File: config.mk
export PLATFORM = sky130hd
export DESIGN_NAME = ks_coef_decomp
export DESIGN_NICKNAME = d
export VERILOG_FILES = /design/src/rtl/ks_coef_decomp.sv
export SDC_FILE = /design/constraint.sdc
export NUM_CORES = 1
export LEC_CHECK = 0
export CAP_MARGIN = 10
export CORE_MARGIN = 3
export CORE_UTILIZATION = 38
export DETAILED_ROUTE_END_ITERATION = 8
export PLACE_DENSITY = 0.83
export RECOVER_POWER = 25
export REMOVE_ABC_BUFFERS = 1
export SYNTH_ARGS = -nofsm -noshare
export SYNTH_HDL_FRONTEND = slang
export SYNTH_SLANG_ARGS = --single-unit
File: constraint.sdc
create_clock -name clk -period 2.17 [get_ports clk]
set_input_delay 0.651 -clock clk [delete_from_list [all_inputs] [get_ports clk]]
set_output_delay 0.651 -clock clk [all_outputs]
set_load 0.02 [all_outputs]
File: src/rtl/ks_coef_decomp.sv
// Keyswitch input stage: rounds a mod-2^MOD_Q_W coefficient to its top
// KS_L*KS_B_W bits and streams KS_L signed balanced digits, LSB level first.
//
// Ports:
//   clk, a_rst                  clock, async active-high reset
//   in_vld/in_rdy/in_coef/in_last   coefficient handshake
//   out_vld/out_rdy             digit handshake
//   out_digit                   two's-complement digit in [-B/2, B/2-1]
//   out_lvl/out_lvl_last        level index and last-level flag
//   out_coef_last               in_last of the coefficient being emitted
module ks_coef_decomp #(
    parameter int MOD_Q_W = 64,
    parameter int KS_L    = 8,
    parameter int KS_B_W  = 2
) (
    input  logic                    clk,
    input  logic                    a_rst,
    input  logic                    in_vld,
    output logic                    in_rdy,
    input  logic [MOD_Q_W-1:0]      in_coef,
    input  logic                    in_last,
    output logic                    out_vld,
    input  logic                    out_rdy,
    output logic [KS_B_W-1:0]       out_digit,
    output logic [$clog2(KS_L)-1:0] out_lvl,
    output logic                    out_lvl_last,
    output logic                    out_coef_last
);

    localparam int RW    = KS_L * KS_B_W;
    localparam int S     = MOD_Q_W - RW;
    localparam int LVL_W = $clog2(KS_L);
    localparam logic [LVL_W-1:0] LVL_MAX = LVL_W'(KS_L - 1);

    generate
        if (!(RW < MOD_Q_W) || KS_B_W < 1) begin : g_bad_param
            $fatal(1, "ks_coef_decomp: need KS_L*KS_B_W < MOD_Q_W and KS_B_W >= 1");
        end
    endgenerate

    typedef enum logic {
        IDLE,
        EMIT
    } state_t;

    state_t          state;
    logic [RW-1:0]   rem;
    logic            carry;

    logic            accept;
    logic            advance;
    logic [RW-1:0]   r_new;
    logic [KS_B_W:0] st_acc;
    logic [KS_B_W:0] st_adv;
    logic [LVL_W-1:0] lvl_nxt;

    // Bits below the rounding bit do not affect the result.
    logic unused_low;
    assign unused_low = &{1'b0, in_coef[S-2:0]};

    // One balanced-digit step: returns {carry_out, digit}.
    // d >= B/2 means d's top bit or bit KS_B_W-1 is set; the digit is then
    // d - B, which is exactly the low KS_B_W bits of d.
    function automatic logic [KS_B_W:0] dig_step(
        input logic [KS_B_W-1:0] low,
        input logic              cin
    );
        logic [KS_B_W:0] d;
        d = {1'b0, low} + {{KS_B_W{1'b0}}, cin};
        return {d[KS_B_W] | d[KS_B_W-1], d[KS_B_W-1:0]};
    endfunction

    assign advance = out_vld & out_rdy;
    assign in_rdy  = !a_rst &
                     ((state == IDLE) |
                      ((state == EMIT) & out_lvl_last & out_rdy));
    assign accept  = in_vld & in_rdy;

    always_comb begin
        r_new   = in_coef[MOD_Q_W-1:S] + RW'(in_coef[S-1]);
        st_acc  = dig_step(r_new[KS_B_W-1:0], 1'b0);
        st_adv  = dig_step(rem[KS_B_W-1:0], carry);
        lvl_nxt = out_lvl + LVL_W'(1);
    end

    // rem holds the not-yet-emitted levels, shifted down so the next
    // digit always comes from the bottom KS_B_W bits.
    always_ff @(posedge clk or posedge a_rst) begin
        if (a_rst) begin
            state         <= IDLE;
            rem           <= '0;
            carry         <= 1'b0;
            out_vld       <= 1'b0;
            out_digit     <= '0;
            out_lvl       <= '0;
            out_lvl_last  <= 1'b0;
            out_coef_last <= 1'b0;
        end else if (accept) begin
            state         <= EMIT;
            rem           <= r_new >> KS_B_W;
            carry         <= st_acc[KS_B_W];
            out_vld       <= 1'b1;
            out_digit     <= st_acc[KS_B_W-1:0];
            out_lvl       <= '0;
            out_lvl_last  <= (KS_L == 1);
            out_coef_last <= in_last;
        end else if (advance) begin
            if (out_lvl_last) begin
                state   <= IDLE;
                out_vld <= 1'b0;
            end else begin
                rem          <= rem >> KS_B_W;
                carry        <= st_adv[KS_B_W];
                out_digit    <= st_adv[KS_B_W-1:0];
                out_lvl      <= lvl_nxt;
                out_lvl_last <= (lvl_nxt == LVL_MAX);
            end
        end
    end

endmodule

Word level (Yosys, flattened, before mapping)

Index checks and enable logic that the tools add are counted.

Bitwise operators: 8
Div/mod/pow operators: 0
Multipliers: 0
Shift operators: 0
Eq/ne operators: 2
Magnitude comparators: 0
Mux-type cells: 18
Add/subtract/negate cells: 3
Reductions and logical operators: 5

Operators by type and width:

| operator            | count |
|---|---|
| $mux 16             | 3 |
| $add 16x1->16       | 1 |
| $mux 1              | 9 |
| $mux 3              | 3 |
| $mux 2              | 3 |
| $and 1x1->1         | 5 |
| $reduce_and 2->1    | 2 |
| $reduce_bool 2->1   | 2 |
| $add 2x1->3         | 1 |
| $add 3x1->3 const B | 1 |
| $eq 3x3->1 const B  | 1 |
| $ne 2x1->1 const B  | 1 |
| $or 1x1->1          | 2 |
| $logic_not 1->1     | 1 |
| $not 1->1           | 1 |

Output and inout bits: 9
Input bits: 69
Latch bits: 0
ROM bits: 0
Logic and storage cells: 43
Memories kept: 0
Register bits: 25
RAM bits: 0

Longest topological paths before layout

Gate-level depths: netlist of the first run.

Word-level depth: 7
Gate-level depth with buffers: 6
Gate-level depth less buffers: 6

Least setup slack after synthesis of the first run

Ideal clock, no wire load.

Kind: input-to-reg
Start point: input in_coef[47]
End point: register rem[12]
Data required time: 2.044 ns
Arrival: 1.710 ns
Path buffers: 0
Library setup time: 0.126 ns
Setup slack: 0.334 ns
Cell stages on the path: 6
Cell sequence: ha_1 > ha_1 > nand4_1 > nor4_2 > xnor2_1 > mux2i_1

Longest elaborated chain between the ends: 2

RTL lines:

| element              | RTL line | RTL |
|---|---|---|
| start, declared      | 20       | `input logic [MOD_Q_W-1:0] in_coef,` |
| $add 16x1->16        | 80       | `r_new = in_coef[MOD_Q_W-1:S] + RW'(in_coef[S-1]);` |
| $mux 16              | 98       | `end else if (accept) begin` |
| end signal, assigned | 100      | `rem <= r_new >> KS_B_W;` |
| end signal, assigned | 112      | `rem <= rem >> KS_B_W;` |
| end, declared        | 47       | `logic [RW-1:0] rem;` |

Every way passes these cells.
A chain may end at the register's enable or synchronous reset.

Worst setup path in the final report of the first run

Start point: input out_rdy
End point: output in_rdy

Longest elaborated chain between the ends: 3

RTL lines:

| element         | RTL line | RTL |
|---|---|---|
| start, declared | 23       | `input logic out_rdy,` |
| $and 1x1->1     | 76       | `((state == EMIT) & out_lvl_last & out_rdy));` |
| $or 1x1->1      | 75       | `((state == IDLE) \|` |
| $and 1x1->1     | 74       | `assign in_rdy = !a_rst &` |
| end, declared   | 19       | `output logic in_rdy,` |

Every way passes these cells.

==> impl_metrics.yaml, run 1 <==
sta:
  period_minus_slack_ps: 2120
  fmax_mhz: 472
  whs_ps: 514
  worst_pin_slew_ps: 553
  setup_ws_ps: 49.9
  hold_violations: 0
  setup_viol: 0
  drv_slew: 0
  maxSlewHeadroom_pct: 63.1
  finClkSkew_ps: 0.717
  finalCritPeriodShare_pct: 97.7
worst_setup_path:
  crit_path_max_fanout: 2
  r2r.worst_path.cells: 7
  required_ps: 1520
  crit_path_cell_trace: "clkdlybuf4s50_1 > a21boi_2 > nor2_1 > buf_4"
  startpoint_type: "input pin"
  timing.rr.start: "state$_DFFE_PP0P_"
  crit_path_end_kind: "output port"
  cp.buffers_inverters: 2
  cp_slowest_cell: "clkdlybuf4s50_1"
  crit_start: "out_rdy"
  cp_slowest_stage_delay_ps: 440
  critPathTopFamily: "buffers and inverters"
  r2r-end: "rem[9]$_DFFE_PP0P_"
  crit_type: "input pin to output port"
  worstSetupEndpoint: "in_rdy"
  cp_data_arrival_time_ps: 1470
  r2r_slack_ps: 630
  cp_num_cells: 4
grt:
  grt_pass1_wl_microns: 4450
  overflow: 0
  first_global_vias: 1109
  grt_usage_pct: 13.1
  antenna_found_initial: 0
  grt_max_degree: 24
logic_synthesis:
  netlist_area_sq_mm: 0.00143
  syn_avg_cell_area_sq_um: 9.74
  seq_area_frac_synth_pct: 40.2
  synthCells: 147
  ys_seq_elements: 23
  synth_cell_type_count: 31
  yosysWarningCount: 0
finish:
  antenna_cells: 0
  final_common_cell: "clkdlybuf4s50_1"
  layout_common_cells: "28 x clkdlybuf4s50_1, 23 x dfrtp_1, 21 x buf_4, 19 x nor2_1, 14 x xnor2_1"
  fillers: 316
  nets: 275
  drive_gt1_share_pct: 25.6
  area_growth_pct: 40.7
routing:
  vias: 1135
  vias_per_cell: 4.63
  wl_per_cell_microns: 10.6
  drt_iter0_markers: 24
  drt_pre_antenna_iters: 4
  drc: 0
  drtAntennaViolNets: 0
  routed_wl_microns: 2590
min_path:
  hold_path.startpoint: "out_coef_last$_DFFE_PP0N_"
  hold_path.class: "flop to flop"
floorplan:
  die_w_microns: 67.4
  rows: 21
  initial_core_util_pct: 41.3
  ios: 78
  die_y_microns: 67.4
  die_area_sq_mm: 0.00454
  core-area_sq_mm: 0.00347
clocking:
  clockRootBuffer: "clkbuf_8"
  ctsHoldBuffers: 0
  cts_sinks: 23
  cts_tree: "yes"
  cts_buffers: 3
  clk_path_buf_depth: 2
  cts_max_level: 1
  clk_latency_ps: 260
  clk_pin_slew_ps: 70
power:
  p_leak_nw: 0.863
  powerDensity_mw_per_mm2: 1050
  vdd_drop_max_uv: 355
  finalPower_w: 0.00211
placed_design:
  routabilityCongestion: 0.698
  preCtsSetupSlack_ps: -436
  port_buffers: 30
  hpwlAfterDp_microns: 2070
job:
  drv_cap: 0
status:
  outcome: "finished, final reports clean"
[final cells by class]
| type | instances | area, sq um | area share (%) |
|---|---|---|---|
| multi-input cells | 110 | 810 | 40.2 |
| inverters | 8 | 30.0 | 1.49 |
| flip-flops and latches | 23 | 576 | 28.6 |
| repair buffers | 54 | 497 | 24.7 |
| well taps | 46 | 57.6 | 2.86 |
| clock buffers | 4 | 45.0 | 2.24 |
[power breakdown]
part	switching, W	leakage [nW]	internal, W	total, W
registers	0.000115	0.279	0.000641	0.000756
logic	0.000489	0.562	0.000608	0.00110
clock network	0.000129	0.0228	0.000131	0.000260
[registers in the layout, indices dropped and copies added, names as in the netlist]
register and count:
state 1, out_coef_last 1, out_digit 2, out_lvl 3, out_lvl_last 1, carry 1, rem 14
[how the worst min path moves through the flow]
stage	endpoint	slack, ps	cells past startpoint
final	out_coef_last$_DFFE_PP0N_	510	1
after global placement	out_coef_last$_DFFE_PP0N_	490	1
after global routing	out_coef_last$_DFFE_PP0N_	540	1
after detailed placement	out_coef_last$_DFFE_PP0N_	500	1
after CTS	out_coef_last$_DFFE_PP0N_	520	1
after floorplan	rem[12]$_DFFE_PP0P_	500	2
[routing by layer]
metal / part of all wire (%) / up-vias / GRT usage (%)
met1: 44 / 497 / 14.8
met2: 50 / 25 / 23.9
met5: 0 / - / 0
li1: - / 606 / -
met4: 2.2 / 0 / 6.84
met3: 3.4 / 7 / 1.50
[through the flow]
step,util (%),instance area [sq um],setup TNS [ps],cells
after floorplan,-,1400,-26160,141
after global placement,56.4,1960,-1470,240
after detailed placement,56.4,1960,-1600,240
after CTS,57.7,2000,0,244
after global routing,58.1,2010,-24.4,245
final,58.1,2010,0,245
[cell usage after synthesis]
| cell | count | area (sq um) |
|---|---|---|
| mux2i_1 | 5 | 50.1 |
| nor4_4 | 1 | 21.3 |
| a21boi_1 | 1 | 7.51 |
| mux2_2 | 13 | 146 |
| buf_6 | 1 | 11.3 |
| nand3_1 | 3 | 15.0 |
| nand2_1 | 12 | 45.0 |
| o221ai_1 | 1 | 8.76 |
| o21ai_0 | 5 | 25.0 |
| xnor2_1 | 14 | 123 |
| nor3b_1 | 1 | 7.51 |
| a41oi_1 | 1 | 8.76 |
| nor3_1 | 5 | 25.0 |
| ha_1 | 6 | 75.1 |
| clkbuf_1 | 1 | 3.75 |
| and2_2 | 1 | 7.51 |
| nand3b_1 | 1 | 7.51 |
| and2_1 | 1 | 6.26 |
| nand4_2 | 1 | 12.5 |
| nand3_2 | 1 | 10.0 |
| dfrtp_1 | 23 | 576 |
| inv_1 | 8 | 30.0 |
| xor2_1 | 2 | 17.5 |
| or2_2 | 1 | 6.26 |
| a21oi_2 | 1 | 8.76 |
| a21oi_1 | 9 | 45.0 |
| nand4_1 | 3 | 18.8 |
| nor4_2 | 1 | 12.5 |
| nand4b_1 | 1 | 8.76 |
| buf_2 | 4 | 20.0 |
| nor2_1 | 19 | 71.3 |
[what timing repair did]
item / CTS / global route
buffers inserted: 0 / 1
pin swaps: 1 / 3
setup endpoints to repair: 1 / 4
resized for setup: 5 / 3
[kinds of logic (layout without fill, tap and decap cells)]
family	Yosys count	after routing	share of synthesized area [%]
mux	18	18	13.7
buf+inv	14	66	4.55
simple gates	52	52	19.2
xor+xnor	16	16	9.79
compound gates	18	18	7.26
fa+ha+maj	6	6	5.24
flops	23	23	40.2
(Power assumes the default switching activity.)
==> run 2, diff against run 1 <==
Settings changed: CORE_MARGIN 3 to unset.
==> run 2 against run 1 <==
Compared with the run above:
- utilization down 0.18 points
- sequential share of layout area up 0.089 points
- final cell count down 0.41%
==> impl_metrics.yaml, run 2 (synthesis results as in run 1) <==
worst_setup_path:
  crit_type: "input pin to flop"
  r2r.worst_path.cells: 7
  crit_path_max_fanout: 4
  r2r_slack_ps: 640
  r2r-end: "rem[9]$_DFFE_PP0P_"
  required_ps: 2320
  timing.rr.start: "state$_DFFE_PP0P_"
  startpoint_type: "input pin"
  cp_data_arrival_time_ps: 2200
  crit_path_end_kind: "flop"
grt:
  overflow: 0
  grt_pass1_wl_microns: 4800
  first_global_vias: 1185
  grt_usage_pct: 15.0
  grt_max_degree: 20
  antenna_found_initial: 0
routing:
  vias_per_cell: 4.79
  vias: 1168
  drt_iter0_markers: 16
  wl_met2_microns: 1350
  wl_per_cell_microns: 10.7
  highest_layer: "met4"
  routed_wl_microns: 2610
  wl_met1_microns: 1150
  routed-wl-met3_microns: 52
  drc: 0
  drtAntennaViolNets: 0
  drt_pre_antenna_iters: 4
finish:
  top_regs: "rem x14, out_lvl x3, out_digit x2"
  antenna_cells: 0
  drive_gt1_share_pct: 24.7
  largest_reg_flops: 14
  layout_common_cells: "28 x clkdlybuf4s50_1, 23 x dfrtp_1, 20 x buf_4, 19 x nor2_1, 14 x xnor2_1"
  nets: 274
  area_growth_pct: 40.3
  fillers: 317
  finalNonFillerCells: 244
  final_common_cell: "clkdlybuf4s50_1"
  largest-register: "rem"
floorplan:
  die_w_microns: 63.4
  ios: 78
  die_area_sq_mm: 0.00402
  core-area_sq_mm: 0.00347
  die_y_microns: 63.4
  initial_core_util_pct: 41.3
  rows: 21
power:
  p_comb_share_pct: 52.2
  clkPwrFrac_pct: 12.2
  switchingPower_w: 0.000741
  p_int_w: 0.00139
  seq_power_share_pct: 35.6
  power.share.switching_pct: 34.8
  powerDensity_mw_per_mm2: 1060
  vdd_drop_max_uv: 330
  p_leak_nw: 0.864
sta:
  maxSlewHeadroom_pct: 47.4
  fmax_mhz: 488
  finalCritPeriodShare_pct: 94.4
  rsz0062_at_grt: "false"
  finClkSkew_ps: 4.11
  setup_tns_ps: 0
  period_minus_slack_ps: 2050
  worst_pin_slew_ps: 789
  setup_viol: 0
  hold_violations: 0
  drv_slew: 0
min_path:
  hold_path.startpoint: "out_coef_last$_DFFE_PP0N_"
  hold_depth: 1
  whs_endpoint: "out_coef_last$_DFFE_PP0N_"
  hold_path.class: "flop to flop"
clocking:
  clk_pin_slew_ps: 80
  clk_latency_ps: 260
  clockRootBuffer: "clkbuf_8"
  cts_buffers: 3
  clk_path_buf_depth: 2
  cts_max_level: 1
  ctsHoldBuffers: 0
  cts_sinks: 23
  cts_tree: "yes"
job:
  drv_cap: 0
placed_design:
  routabilityCongestion: 0.704
  hpwlAfterDp_microns: 2070
  port_buffers: 30
  dp.cells: 239
status:
  outcome: "finished, final reports clean"
==> run 2: final cells by class <==
class                      instances  area, sq um  area share (%)
clock buffer                       4         45.0            2.24
inverter                           8         30.0            1.50
multi-input combinational        110          810            40.3
tap                               46         57.6            2.87
timing repair buffer              53          490            24.4
sequential                        23          576            28.7
==> run 2: worst max path at each step <==
stage                      from                         to  slack (ps)  depth (start not counted)
finish              in_coef[47]        rem[10]$_DFFE_PP0P_         120                          7
global route        in_coef[47]        rem[12]$_DFFE_PP0P_          20                          7
CTS                     out_rdy                     in_rdy           9                          4
detailed placement      out_rdy                     in_rdy        -440                          4
global placement        out_rdy                     in_rdy        -440                          4
floorplan               out_rdy  out_coef_last$_DFFE_PP0N_       -1290                          3
==> run 2: what timing repair did <==
item / in CTS / in global routing
hold endpoints to repair: 0 / 0
resized for setup: 5 / 4
setup buffers: 0 / 1
setup endpoints to repair: 1 / 3
pin swaps: 1 / 4
==> run 2: power by group through the flow <==
stage / Combinational, W / Clock [W] / Sequential [W]
floorplan: 0.000599 / 0 / 0.000834
CTS: 0.00111 / 0.000266 / 0.000762
global route: 0.00124 / 0.000290 / 0.000789
global placement: 0.00108 / 0 / 0.000758
finish: 0.00111 / 0.000260 / 0.000759
detailed placement: 0.00111 / 0 / 0.000767
==> run 2: per-stage QoR <==
| step | setup WS [ps] | instance area (sq um) | util (%) | power [W] | hold slack, ps |
|---|---|---|---|---|---|
| global route | 18.9 | 2010 | 57.9 | 0.00232 | 565 |
| floorplan | -1290 | 1400 | - | 0.00143 | 497 |
| global placement | -444 | 1960 | 56.6 | 0.00184 | 495 |
| CTS | 9.26 | 2010 | 57.8 | 0.00214 | 519 |
| finish | 121 | 2010 | 57.9 | 0.00213 | 512 |
| detailed placement | -438 | 1960 | 56.6 | 0.00187 | 502 |
==> run 2: worst max-delay path, stage by stage <==
cell             delay (ps)
clkdlybuf4s50_1         460
ha_1                    200
ha_1                    190
nand4_1                 220
nor3_2                  260
xnor2_1                 140
a21oi_1                  80
==> run 2: metal layers <==
layer  global-route usage (%)  vias to the layer above
met5                        0                        -
met4                     6.82                        0
met3                     1.09                        5
met2                     27.1                       24
met1                     17.9                      534
li1                         -                      605
